<file path="config.mk">
export PLATFORM = sky130hd
export DESIGN_NAME = sm83_irq_ctrl
export DESIGN_NICKNAME = d
export VERILOG_FILES = /design/src/rtl/sm83_irq_pkg.sv /design/src/rtl/sm83_irq_edge.sv /design/src/rtl/sm83_irq_ctrl.sv
export SDC_FILE = /design/constraint.sdc
export NUM_CORES = 1
export LEC_CHECK = 0
export BUFFER_PORTS_ARGS = -buffer_cell sky130_fd_sc_hd__buf_2
export CORE_UTILIZATION = 41
export CTS_BUF_LIST = sky130_fd_sc_hd__clkbuf_16
export DETAILED_ROUTE_END_ITERATION = 10
export PLACE_DENSITY = 0.75
export SYNTH_ARGS = -nofsm -noshare
export SYNTH_HDL_FRONTEND = slang
export SYNTH_SLANG_ARGS = --single-unit
</file>
<file path="constraint.sdc">
create_clock -name clk -period 1.5 [get_ports clk]
set_clock_uncertainty 0.05 [all_clocks]
set_input_delay 0.15 -clock clk [delete_from_list [all_inputs] [get_ports clk]]
set_output_delay 0.15 -clock clk [all_outputs]
set_load 0.02 [all_outputs]
</file>
<file path="src/rtl/sm83_irq_pkg.sv">
`default_nettype none
// ============================================================================
// Module      : sm83_irq_pkg
// Description : Shared constants and types for the SM83 interrupt controller.
//               Source bit indices follow the IF/IE register layout.
//               Default bus addresses are given for IF (0xFF0F) and IE (0xFFFF).
// Revision    : 1.0 - initial release
// ============================================================================
package sm83_irq_pkg;

    // Source bit positions in IF / IE
    localparam int IRQ_VBLANK = 0;
    localparam int IRQ_STAT   = 1;
    localparam int IRQ_TIMER  = 2;
    localparam int IRQ_SERIAL = 3;
    localparam int IRQ_JOYPAD = 4;

    // Default register addresses on the CPU external bus
    localparam logic [15:0] IF_ADR_DEFAULT = 16'hff0f;
    localparam logic [15:0] IE_ADR_DEFAULT = 16'hffff;

    // One byte-wide interrupt vector (IE register, core irq/iack word)
    typedef logic [7:0] irq_t;

endpackage : sm83_irq_pkg
`default_nettype wire

</file>
<file path="src/rtl/sm83_irq_edge.sv">
`default_nettype none
// ============================================================================
// Module      : sm83_irq_edge
// Description : One peripheral request line: SYNC_STAGES-deep synchronizer
//               followed by a rising-edge detector.
//               SYNC_STAGES = 0 means the line is already synchronous to clk.
// Ports       : clk      - system clock
//               n_reset  - asynchronous active-low reset
//               src      - raw request level
//               src_edge - one-cycle pulse on a synchronized rising edge
// Revision    : 1.0 - initial release
// ============================================================================
module sm83_irq_edge #(
    parameter int SYNC_STAGES = 2
) (
    input  logic clk,
    input  logic n_reset,
    input  logic src,
    output logic src_edge
);

    logic w_sync;
    logic r_prev;

    generate
        if (SYNC_STAGES == 0) begin : g_direct
            assign w_sync = src;
        end else begin : g_sync
            logic [SYNC_STAGES-1:0] r_sync;

            always_ff @(posedge clk or negedge n_reset) begin
                if (!n_reset) begin
                    r_sync <= '0;
                end else begin
                    r_sync[0] <= src;
                    for (int i = 1; i < SYNC_STAGES; i++) begin
                        r_sync[i] <= r_sync[i-1];
                    end
                end
            end

            assign w_sync = r_sync[SYNC_STAGES-1];
        end
    endgenerate

    always_ff @(posedge clk or negedge n_reset) begin
        if (!n_reset) begin
            r_prev <= 1'b0;
        end else begin
            r_prev <= w_sync;
        end
    end

    // Prev resets to 0, so a line held high through reset yields one edge.
    assign src_edge = w_sync & ~r_prev;

endmodule : sm83_irq_edge
`default_nettype wire

</file>
<file path="src/rtl/sm83_irq_ctrl.sv">
`default_nettype none
// ============================================================================
// Module      : sm83_irq_ctrl
// Description : SM83 interrupt controller. Captures peripheral rising edges
//               into IF, masks with IE, presents IF & IE to the core and
//               clears IF bits on acknowledge. IF/IE are bus mapped.
// Ports       : clk, n_reset      - clock, async active-low reset
//               src[NUM_SRC]      - peripheral request lines
//               adr, wdata, rd, wr- CPU external bus
//               rdata, sel        - read data and read-hit select
//               irq[NUM_IRQS]     - pending interrupts to the core
//               iack[NUM_IRQS]    - acknowledge from the core
//               wake              - any interrupt pending (HALT/STOP exit)
// Revision    : 1.0 - initial release
// ============================================================================
module sm83_irq_ctrl
    import sm83_irq_pkg::*;
#(
    parameter int          NUM_IRQS    = 8,
    parameter int          NUM_SRC     = 5,
    parameter int          SYNC_STAGES = 2,
    parameter logic [15:0] IF_ADR      = IF_ADR_DEFAULT,
    parameter logic [15:0] IE_ADR      = IE_ADR_DEFAULT
) (
    input  logic                clk,
    input  logic                n_reset,
    input  logic [NUM_SRC-1:0]  src,
    input  logic [15:0]         adr,
    input  logic [7:0]          wdata,
    output logic [7:0]          rdata,
    input  logic                rd,
    input  logic                wr,
    output logic                sel,
    output logic [NUM_IRQS-1:0] irq,
    input  logic [NUM_IRQS-1:0] iack,
    output logic                wake
);

    logic [NUM_SRC-1:0] w_src_edge;
    logic [NUM_SRC-1:0] r_if;
    logic [NUM_SRC-1:0] w_if_next;
    irq_t               r_ie;
    logic               r_wr_d;
    logic               w_wr_pulse;
    logic               w_hit_if;
    logic               w_hit_ie;

    // Upper iack/wdata bits have no backing IF storage.
    logic w_unused;
    assign w_unused = ^{iack, wdata};

    generate
        for (genvar g = 0; g < NUM_SRC; g++) begin : g_src
            sm83_irq_edge #(
                .SYNC_STAGES (SYNC_STAGES)
            ) u_edge (
                .clk      (clk),
                .n_reset  (n_reset),
                .src      (src[g]),
                .src_edge (w_src_edge[g])
            );
        end
    endgenerate

    assign w_hit_if   = (adr == IF_ADR);
    assign w_hit_ie   = (adr == IE_ADR);
    // A held wr only writes on its first cycle.
    assign w_wr_pulse = wr & ~r_wr_d;

    // Per-bit priority: peripheral edge, then ack, then CPU write, then hold.
    // Giving the edge top priority keeps a new request from being lost.
    always_comb begin
        w_if_next = r_if;
        for (int i = 0; i < NUM_SRC; i++) begin
            if (w_src_edge[i]) begin
                w_if_next[i] = 1'b1;
            end else if (iack[i]) begin
                w_if_next[i] = 1'b0;
            end else if (w_wr_pulse && w_hit_if) begin
                w_if_next[i] = wdata[i];
            end
        end
    end

    always_ff @(posedge clk or negedge n_reset) begin
        if (!n_reset) begin
            r_if   <= '0;
            r_ie   <= '0;
            r_wr_d <= 1'b0;
        end else begin
            r_if   <= w_if_next;
            r_wr_d <= wr;
            if (w_wr_pulse && w_hit_ie) begin
                r_ie <= wdata;
            end
        end
    end

    // Read mux; unimplemented IF bits read back as 1.
    always_comb begin
        rdata = 8'hff;
        if (w_hit_if) begin
            rdata[NUM_SRC-1:0] = r_if;
        end else if (w_hit_ie) begin
            rdata = r_ie;
        end
    end

    assign sel = rd & (w_hit_if | w_hit_ie);

    // IE bits at or above NUM_SRC never pend.
    always_comb begin
        irq = '0;
        irq[NUM_SRC-1:0] = r_if & r_ie[NUM_SRC-1:0];
    end

    assign wake = |irq;

endmodule : sm83_irq_ctrl
`default_nettype wire

</file>
==> results of run 1 <==
==> area by class of cell <==
class	count	area, µm²
clock inverter	3	41.29
timing repair buffer	76	520.5
tap	31	38.79
fill	191	833.3
sequential	29	725.7
multi-input combinational	68	501.7
inverter	5	18.77
clock buffer	5	125.1
==> layout by cell type (no fill, tap or decap), types with 2 or more instances in the layout <==
cell | Yosys | layout
conb_1 | 1 | 3
nand2_1 | 5 | 5
buf_6 | 1 | 10
or4_1 | 6 | 5
dfrtp_1 | 29 | 29
clkbuf_16 | 0 | 5
or3_1 | 3 | 3
dlygate4sd3_1 | 0 | 7
nand4_1 | 2 | 2
inv_1 | 5 | 5
buf_2 | 0 | 42
nand3_1 | 6 | 6
or4_4 | 1 | 2
nor2b_1 | 11 | 11
or2_4 | 0 | 2
buf_4 | 3 | 17
mux2_2 | 8 | 8
and4_1 | 3 | 3
and2_4 | 0 | 2
o22a_2 | 0 | 4
and2_1 | 5 | 3
a21oi_1 | 5 | 5
==> where the power goes <==
group	switching (µW)	total, µW	internal (µW)
clock network	323	1100	774
logic	70.5	169	98.8
registers	18.3	841	822
==> cells in the mapped netlist <==
| cell | number | area share [%] |
|---|---|---|
| conb_1 | 1 | 0.30 |
| or2_2 | 3 | 1.5 |
| mux2_2 | 8 | 7.2 |
| buf_6 | 1 | 0.90 |
| a21oi_1 | 5 | 2.0 |
| a21boi_0 | 1 | 0.60 |
| buf_4 | 3 | 1.8 |
| nor2_1 | 1 | 0.30 |
| inv_1 | 5 | 1.5 |
| nand3_1 | 6 | 2.4 |
| nand4_1 | 2 | 1.0 |
| and4_1 | 3 | 2.1 |
| and2_1 | 5 | 2.5 |
| nand2_1 | 5 | 1.5 |
| or4_1 | 6 | 3.6 |
| or4_4 | 1 | 0.90 |
| nor2b_1 | 11 | 5.5 |
| dfrtp_1 | 29 | 58 |
| or3_1 | 3 | 1.5 |
| clkbuf_1 | 3 | 0.90 |
| o22a_1 | 5 | 3.5 |
==> through the flow <==
stage | setup TNS [ns] | util, % | total power, µW | hold slack, ns | instance area [µm²]
after floorplan | 0 | - | 909.9 | -0.1956 | 1299
after global placement | -1.437 | 58.47 | 983.7 | 0.1443 | 1640
after detailed placement | -1.585 | 58.47 | 992.5 | 0.1528 | 1640
after CTS | -0.9381 | 69.31 | 2109 | 0.06222 | 1944
after global routing | -0.9823 | 70.29 | 2193 | 0.06705 | 1972
final | -0.8167 | 70.29 | 2107 | 0.06276 | 1972
==> flip-flops by register name, indices dropped and copies added (netlist names) <==
| register | count |
|---|---|
| r_ie | 8 |
| g_src.u_edge.g_sync.r_sync | 10 |
| g_src.u_edge.r_prev | 5 |
| r_wr_d | 1 |
| r_if | 5 |
==> cells by family after synthesis <==
group / after synthesis
AOI/OAI and AO/OA: 11
buffers and inverters: 12
muxes: 8
DFF: 29
other: 1
and+or+nand+nor: 46
==> final timing paths <==
kind | slack, ns | cells after the start | start | endpoint
min in group asynchronous | 0.39 | 2 | n_reset | g_src[0].u_edge.g_sync.r_sync[1]
min reg2reg | 0.30 | 0 | g_src[0].u_edge.g_sync.r_sync[0] | g_src[0].u_edge.g_sync.r_sync[1]
max reg2reg | 0.10 | 5 | r_wr_d | r_ie[5]
min | 0.06 | 2 | wdata[6] | r_ie[6]
max | -0.30 | 4 | r_if[4] | wake
max in group asynchronous | 0.59 | 2 | n_reset | g_src[4].u_edge.g_sync.r_sync[0]
==> critical path, cell delays in order (launching register included) <==
cell	delay (ns)
dfrtp_1	0.38
and2_4	0.16
or2_4	0.24
or4_4	0.41
buf_6	0.15
==> timing repair <==
| item | in CTS | in global routing |
|---|---|---|
| cloned | 0 | 0 |
| endpoints found under the hold margin | 35 | 0 |
| setup endpoints to repair | 7 | 10 |
| buffers inserted | 2 | 2 |
| gates resized for setup | 16 | 2 |
| hold buffers | 7 | 0 |
| pin swaps | 4 | 7 |
==> metal layers <==
layer	wire length [µm]	part of all wire, %	vias to the layer above	GRT usage [%]
met1	1193	42	523	21.86
met4	21	0.74	0	4.878
met3	123	4.3	2	7.710
met2	1508	53	30	33.28
met5	0	0	-	0
li1	-	-	523	-
==> impl_metrics.json, run 1 <==
{
  "status": "finished, violations left",
  "violations": "design-rule violations, negative setup slack",
  "worstSetupStartpointType": "flip-flop",
  "synthMuxAreaShare_pct": 7.236,
  "required_ns": 1.30,
  "arrival_ns": 1.60,
  "fin_nets": 226,
  "die_h_um": 57.11,
  "root_buffer": "clkbuf_16",
  "setup_ws_ns": -0.3019,
  "ys_warn_count": 0,
  "finalCriticalPeriod_ns": 1.802,
  "insertion_delay_ns": 0.27,
  "clock.fmax_ghz": 0.5550,
  "cap_violations": 0,
  "grt_use_total_pct": 19.08,
  "relSlewSlack_pct": 58.72,
  "stdcell_count": 217,
  "synth_simple_gate_area_share_pct": 22.91,
  "synthCells": 107,
  "synthesis.area_mm2": 0.001245,
  "initial_utilization_pct": 44.38,
  "power.density_mw_per_mm2": 1068,
  "grt_pass1_wl_um": 4623,
  "io_buffers": 52,
  "clk_pin_slew_ns": 0.05,
  "slew_viol_final": 0,
  "dpl.cell_count": 198,
  "dr.pass1.iters": 7,
  "grt_max_degree": 30,
  "period_share_pct": 120.1,
  "ys_types": 21,
  "ys_ff_latch": 29,
  "dieWidth_um": 57.11,
  "crit_path_max_fanout": 2,
  "cts_sinks": 29,
  "num_antenna_cells": 0,
  "vias_per_cell": 4.968,
  "core.rowCount": 19,
  "syn_to_final_growth_pct": 58.39,
  "yosys.area_share.adder_pct": 0,
  "postRouteAntennaNets": 0,
  "io_pins": 59,
  "synthXorXnorAreaFrac_pct": 0,
  "drive_gt1_share_pct": 52.15,
  "wl_per_cell_um": 13.12,
  "max_slew.worst_pin.slew_ns": 0.6192,
  "ys_seq_area_share_pct": 58.29,
  "drt_wl_total_um": 2847,
  "dieArea_mm2": 0.003261,
  "vias": 1078,
  "routabilityCongestion": 0.7199,
  "dp_hpwl_um": 2018,
  "setup.worst_path.class": "reg2out",
  "antenna_found_initial": 0,
  "setup_viol": 7,
  "cp-end-kind": "output pin",
  "synth_top_family_by_area": "simple AND/OR/NAND/NOR gates",
  "grt_pass1_vias": 1082,
  "core-area_mm2": 0.002805,
  "clockBufferDepth": 2,
  "pre_cts_ws_ns": -0.1554,
  "avgSynthCellArea_um2": 11.63,
  "cts_max_level": 2,
  "drt_iter0_markers": 30,
  "numCtsBuffers": 5,
  "cellLeakagePower_uw": 0.0009727,
  "drc": 12,
  "hold_path.class": "in2reg",
  "synth-compound-area-share_pct": 6.131,
  "rsz0062_at_grt": "yes",
  "grt-ovfl-total": 0,
  "peakVddDrop_v": 0.001006,
  "cts_tree": "yes",
  "finalHoldViolations": 0
}
No activity file was read; power rests on OpenSTA's default activity.
==> run 2, diff against run 1 <==
--- a/config.mk
+++ b/config.mk
@@ -10,6 +10,7 @@
 export CTS_BUF_LIST = sky130_fd_sc_hd__clkbuf_16
 export DETAILED_ROUTE_END_ITERATION = 10
 export PLACE_DENSITY = 0.75
+export SETUP_SLACK_MARGIN = 0.2
 export SYNTH_ARGS = -nofsm -noshare
 export SYNTH_HDL_FRONTEND = slang
 export SYNTH_SLANG_ARGS = --single-unit
==> run 2 against run 1 <==
Net effect: via count is 6.8% higher; register-to-register slack worse by 0.12 ns; hold slack got worse by 0.0029 ns; utilization up 6.4 points; wire length is 32% higher; final area up 9.1%; total power decreased by 5.0%; highest routed layer unchanged; count of clock-buffer cells in the layout did not move; setup slack got worse by 0.012 ns; the run still ends with design-rule violations, negative setup slack left; critical endpoint unchanged; non-clock buffer count grew 3.
==> impl_metrics.json, run 2 (same netlist as run 1, synthesis figures left out) <==
{
  "peakVddDrop_v": 0.0008162,
  "setup_ws_ns": -0.3142,
  "vias_per_cell": 5.232,
  "sw_frac_of_total_pct": 22.85,
  "largest_reg_flops": 10,
  "arrival_ns": 1.61,
  "mostFrequentLayoutCells": "37 x buf_2, 29 x dfrtp_1, 18 x buf_6",
  "clock.fmax_ghz": 0.5512,
  "critPathMaxStageDelay_ns": 0.42,
  "drt_wl_total_um": 3755,
  "cts_sinks": 29,
  "cts_max_level": 2,
  "finalHoldViolations": 0,
  "dr.pass1.iters": 7,
  "regMostFlops": "g_src.u_edge.g_sync.r_sync",
  "fillerInstances": 169,
  "num_antenna_cells": 0,
  "io_pins": 59,
  "power.density_mw_per_mm2": 929.6,
  "setup.worst_path.class": "reg2out",
  "vias": 1151,
  "cp-end-kind": "output pin",
  "period_share_pct": 120.9,
  "numCtsBuffers": 5,
  "relSlewSlack_pct": 57.83,
  "core.rowCount": 19,
  "insertion_delay_ns": 0.27,
  "cap_violations": 0,
  "core-area_mm2": 0.002805,
  "pre_cts_ws_ns": -0.1590,
  "setup_viol": 15,
  "violations": "design-rule violations, negative setup slack",
  "initial_utilization_pct": 44.38,
  "slew_viol_final": 0,
  "fin_nets": 229,
  "routabilityCongestion": 0.7816,
  "switchingPower_uw": 457.1,
  "pwr-share-comb_pct": 10.7,
  "antenna_found_initial": 0,
  "reg.largest.list": "g_src.u_edge.g_sync.r_sync (10), r_ie (8)",
  "cp_num_buf_inv": 1,
  "worstSetupStartpointType": "flip-flop",
  "drc": 9,
  "intPower_uw": 1543,
  "io_buffers": 52,
  "drt_iter0_markers": 51,
  "dp_hpwl_um": 2067,
  "cpMaxStageDelayCell": "or4_4",
  "syn_to_final_growth_pct": 72.86,
  "clockBufferDepth": 2,
  "max_slew.worst_pin.slew_ns": 0.6325,
  "dieWidth_um": 57.11,
  "crit_path_cell_trace": "and2_4 -> or2_4 -> or4_4 -> buf_6",
  "rsz0062_at_grt": "yes",
  "wl_per_cell_um": 17.07,
  "drive_gt1_share_pct": 60.85,
  "die_h_um": 57.11,
  "grt-ovfl-total": 0,
  "p_seq_share_pct": 42.1,
  "crit_start": "r_if[4]",
  "grt_pass1_wl_um": 5671,
  "crit_path_max_fanout": 2,
  "root_buffer": "clkbuf_16",
  "hold_path.class": "in2reg",
  "path_delay_family": "simple AND/OR/NAND/NOR gates",
  "final_common_cell": "buf_2",
  "cellLeakagePower_uw": 0.001034,
  "rr_startpoint": "r_wr_d",
  "cts_tree": "yes",
  "ff2ff_setup_slack_ns": -0.02,
  "clk_pin_slew_ns": 0.05,
  "grt_use_total_pct": 23.55,
  "hp-start": "wdata[6]",
  "postRouteAntennaNets": 0,
  "status": "finished, violations left",
  "holdWs_ns": 0.05982,
  "pwr-share-clk_pct": 47.3,
  "grt_pass1_vias": 1266,
  "dieArea_mm2": 0.003261,
  "finalCriticalPeriod_ns": 1.814,
  "required_ns": 1.30,
  "grt_max_degree": 30
}
-- run 2: changes by cell type in the layout (fill, tap and decap cells not counted), moves of 4 or more --
cell,delta
mux2_4,+8
nand3_1,-4
mux2_2,-8
buf_2,-5
o22a_4,+4
o22a_2,-4
buf_6,+8
-- run 2: worst register-to-register path, stage by stage (launching register included) --
cell	delay (ns)
dfrtp_1	0.36
nor2b_1	0.11
nand4_1	0.14
buf_4	0.18
nor2_4	0.11
buf_12	0.14
mux2_4	0.30
-- run 2: cell type report --
type / count / area [µm²] / share of cell area (%)
tap: 31 / 38.79 / 1.802
clock buffer: 5 / 125.1 / 5.814
timing repair buffer: 79 / 598.1 / 27.79
clock inverter: 3 / 17.52 / 0.8140
multi-input combinational: 68 / 628.1 / 29.19
inverter: 5 / 18.77 / 0.8721
sequential: 29 / 725.7 / 33.72
-- run 2: routing by layer --
metal | part of all wire [%] | global-route usage [%] | wire, µm
met1 | 39 | 25.56 | 1476
met2 | 55 | 42.86 | 2057
met3 | 3.6 | 5.215 | 137
met4 | 2.2 | 12.20 | 83
met5 | 0 | 0 | 0
-- run 2: final timing paths --
kind,end,cells past startpoint
max in group asynchronous,g_src[1].u_edge.g_sync.r_sync[1],2
min reg2reg,g_src[4].u_edge.g_sync.r_sync[1],0
max,wake,4
max reg2reg,r_ie[7],6
min,r_ie[6],2
min in group asynchronous,g_src[2].u_edge.r_prev,2
-- run 2: stage by stage --
step | cell area, µm² | util [%] | total power, µW | TNS [ns] | std cells
2_1_floorplan | 1369 | - | 914.8 | 0 | 109
3_3_place_gp | 1703 | 60.70 | 1004 | -1.227 | 197
4_1_cts | 2068 | 73.73 | 1984 | -0.9919 | 217
5_1_grt | 2152 | 76.72 | 2066 | -1.752 | 220
3_5_place_dp | 1703 | 60.70 | 1013 | -1.542 | 197
6_report | 2152 | 76.72 | 2001 | -1.036 | 220
-- run 2: power groups by stage --
stage	Clock (µW)	Combinational (µW)	Sequential, µW
after detailed placement	0	163	851
after CTS	958	187	839
after floorplan	0	64.1	851
after global placement	0	156	848
after global routing	991	231	844
final	945	214	841
-- run 2: what timing repair did --
item                                   in CTS  in global routing
resized for setup                          28                 15
pin swaps                                  11                  9
gates cloned                                1                  0
buffers inserted                            4                  3
hold buffers                                7                  0
setup endpoints to repair                  23                 23
endpoints found under the hold margin      35                  0
==> run 3, diff against run 2 <==
--- a/config.mk
+++ b/config.mk
@@ -5,11 +5,12 @@
 export SDC_FILE = /design/constraint.sdc
 export NUM_CORES = 1
 export LEC_CHECK = 0
+export ABC_AREA = 1
 export BUFFER_PORTS_ARGS = -buffer_cell sky130_fd_sc_hd__buf_2
-export CORE_UTILIZATION = 41
+export CORE_UTILIZATION = 42
 export CTS_BUF_LIST = sky130_fd_sc_hd__clkbuf_16
 export DETAILED_ROUTE_END_ITERATION = 10
-export PLACE_DENSITY = 0.75
+export PLACE_DENSITY = 0.74
 export SETUP_SLACK_MARGIN = 0.2
 export SYNTH_ARGS = -nofsm -noshare
 export SYNTH_HDL_FRONTEND = slang
==> run 3 against run 2 <==
Net effect: the run now ends clean; sequential cell count stayed put; combinational power is 5% lower; critical path depth grew 1.
==> impl_metrics.json, run 3 <==
{
  "finalCriticalPeriod_ns": 1.419,
  "power.density_mw_per_mm2": 892.7,
  "cellLeakagePower_uw": 0.001254,
  "crit_path_cell_trace": "nand2_1 -> inv_2 -> nor3_2 -> nand3_1 -> buf_6",
  "synth_flop_cell": "dfrtp_1",
  "final_common_cell": "nand2_1",
  "ys_types": 22,
  "wl_per_cell_um": 11.07,
  "drt_iter0_markers": 35,
  "async_flop_share_pct": 100.0,
  "grt-ovfl-total": 0,
  "die_h_um": 59.74,
  "slew_viol_final": 0,
  "fin_nets": 283,
  "yosys.area.top_type_share_pct": 51.83,
  "dieWidth_um": 59.74,
  "ys_top_cells_by_count": "63 x nand2_1, 29 x dfrtp_1, 19 x inv_1",
  "finalHoldViolations": 0,
  "initial_utilization_pct": 45.12,
  "numCtsBuffers": 5,
  "setup_ws_ns": 0.08078,
  "core.rowCount": 20,
  "worstSetupStartpointType": "flip-flop",
  "met2_length_um": 1658,
  "yosysMostFrequentCell": "nand2_1",
  "arrival_ns": 1.22,
  "dr.max_layer_used": "met3",
  "dp_hpwl_um": 1982,
  "cp_num_buf_inv": 2,
  "grt_pass1_wl_um": 4402,
  "postRouteAntennaNets": 0,
  "mostFrequentLayoutCells": "59 x nand2_1, 38 x buf_2, 29 x dfrtp_1",
  "vias": 1312,
  "synthesis.area_mm2": 0.001400,
  "ys_warn_count": 0,
  "yosys.area.top_type": "dfrtp_1",
  "grt_max_degree": 30,
  "pre_cts_ws_ns": 0.1816,
  "wl_met1_um": 1269,
  "clock.fmax_ghz": 0.7046,
  "cts_max_level": 2,
  "setup-tns-final_ns": 0,
  "holdWs_ns": 0.06527,
  "period_share_pct": 94.61,
  "num_antenna_cells": 0,
  "relSlewSlack_pct": 59.56,
  "largest_reg_flops": 10,
  "switchingPower_uw": 410.6,
  "avgSynthCellArea_um2": 8.590,
  "dieArea_mm2": 0.003568,
  "synth_edf_count": 0,
  "required_ns": 1.30,
  "final_util_pct": 69.52,
  "grt_pass1_vias": 1069,
  "hold_path.class": "in2reg",
  "ys_ff_latch": 29,
  "status": "finished, final reports clean",
  "reg.largest.list": "g_src.u_edge.g_sync.r_sync (10), r_ie (8)",
  "core-area_mm2": 0.003103,
  "cap_violations": 0,
  "critPathMaxStageDelay_ns": 0.40,
  "setup_viol": 0,
  "clockBufferDepth": 2,
  "intPower_uw": 1515,
  "cp-end-kind": "output pin",
  "drc": 0,
  "peakVddDrop_v": 0.0008578,
  "syn_to_final_growth_pct": 54.07,
  "vias_per_cell": 4.587,
  "cts_sinks": 29,
  "rsz0062_at_grt": "yes",
  "pwr-share-clk_pct": 45.6,
  "io_pins": 59,
  "pwr-share-comb_pct": 10.6,
  "sw_frac_of_total_pct": 21.32,
  "placed_cell_area_mm2": 0.001708,
  "path_delay_family": "flip-flops",
  "root_buffer": "clkbuf_16",
  "cts_tree": "yes",
  "max_slew.worst_pin.slew_ns": 0.6066,
  "grt_use_total_pct": 17.14,
  "io_buffers": 52,
  "crit_path_max_fanout": 2,
  "clk_pin_slew_ns": 0.05,
  "regMostFlops": "g_src.u_edge.g_sync.r_sync",
  "cpMaxStageDelayCell": "dfrtp_1",
  "insertion_delay_ns": 0.26,
  "drt_wl_total_um": 3167,
  "setup.worst_path.class": "reg2out",
  "routabilityCongestion": 0.7444,
  "dr.pass1.iters": 4,
  "ys_seq_area_share_pct": 51.83,
  "synthCells": 163,
  "p_seq_share_pct": 43.8,
  "drive_gt1_share_pct": 40.91,
  "antenna_found_initial": 0,
  "dr_wl_met3_um": 239,
  "yosys-top-cells-area": "dfrtp_1 52%, nand2_1 17%, inv_1 5.1%, nand3_1 5.0%, nand2_8 2.9%",
  "design_area_mm2": 0.002157
}
## run 3: per-layer routing
layer | vias up | global-route usage (%)
met5 | - | 0
met4 | 0 | 4.983
met3 | 0 | 7.576
met2 | 60 | 27.94
met1 | 593 | 20.48
li1 | 659 | -
## run 3: worst paths after layout
check | from | to | slack [ns] | cells past startpoint
setup / recovery | r_if[2] | wake | 0.08 | 5
hold / removal | wdata[6] | r_ie[6] | 0.07 | 3
setup reg to reg | r_wr_d | r_if[1] | 0.33 | 4
hold reg to reg | g_src[4].u_edge.g_sync.r_sync[0] | g_src[4].u_edge.g_sync.r_sync[1] | 0.29 | 0
max in group asynchronous | n_reset | r_wr_d | 0.62 | 2
min in group asynchronous | n_reset | g_src[4].u_edge.r_prev | 0.38 | 2
## run 3: worst reg2reg max path: stages, from the launching register on
cell	delay, ns
dfrtp_1	0.38
nor2_4	0.28
nand3_4	0.18
nand4_1	0.11
nand2_1	0.06
## run 3: logic make-up (layout without fill, tap and decap cells)
group	after synthesis	after routing	synth area share, %
buffers and inverters	27	103	9.026
DFF	29	29	51.83
other	1	3	0.2678
AOI/OAI and AO/OA	6	6	2.323
and+or+nand+nor	100	101	36.55
## run 3: layout make-up
cell class              instances  area, µm²
fillers                       239      945.9
flip-flops and latches         29      725.7
multi-input cells             110      615.6
repair buffers                 72      523.0
clock buffers                   5      125.1
inverters                      24      105.1
well taps                      44      55.05
clock inverters                 2      7.507
## run 3: stage by stage
| step | std cells | power [µW] |
|---|---|---|
| final | 286 | 1926 |
| after global routing | 286 | 2028 |
| after CTS | 278 | 1913 |
| after detailed placement | 259 | 1000 |
| after global placement | 259 | 994.8 |
| after floorplan | 165 | 923.7 |
## run 3: power by group through the flow
stage | Sequential (µW) | Combinational, µW | Clock (µW)
global route | 846 | 227 | 955
CTS | 841 | 175 | 897
global placement | 854 | 141 | 0
detailed placement | 856 | 144 | 0
finish | 843 | 204 | 878
floorplan | 849 | 75.1 | 0
## run 3: what timing repair did
item / CTS / global route
hold buffers: 7 / 0
hold endpoints to repair: 35 / 0
resized for setup: 8 / 32
pin swaps: 6 / 16
buffers inserted: 5 / 7
cloned: 0 / 1
endpoints found under the setup margin: 6 / 10
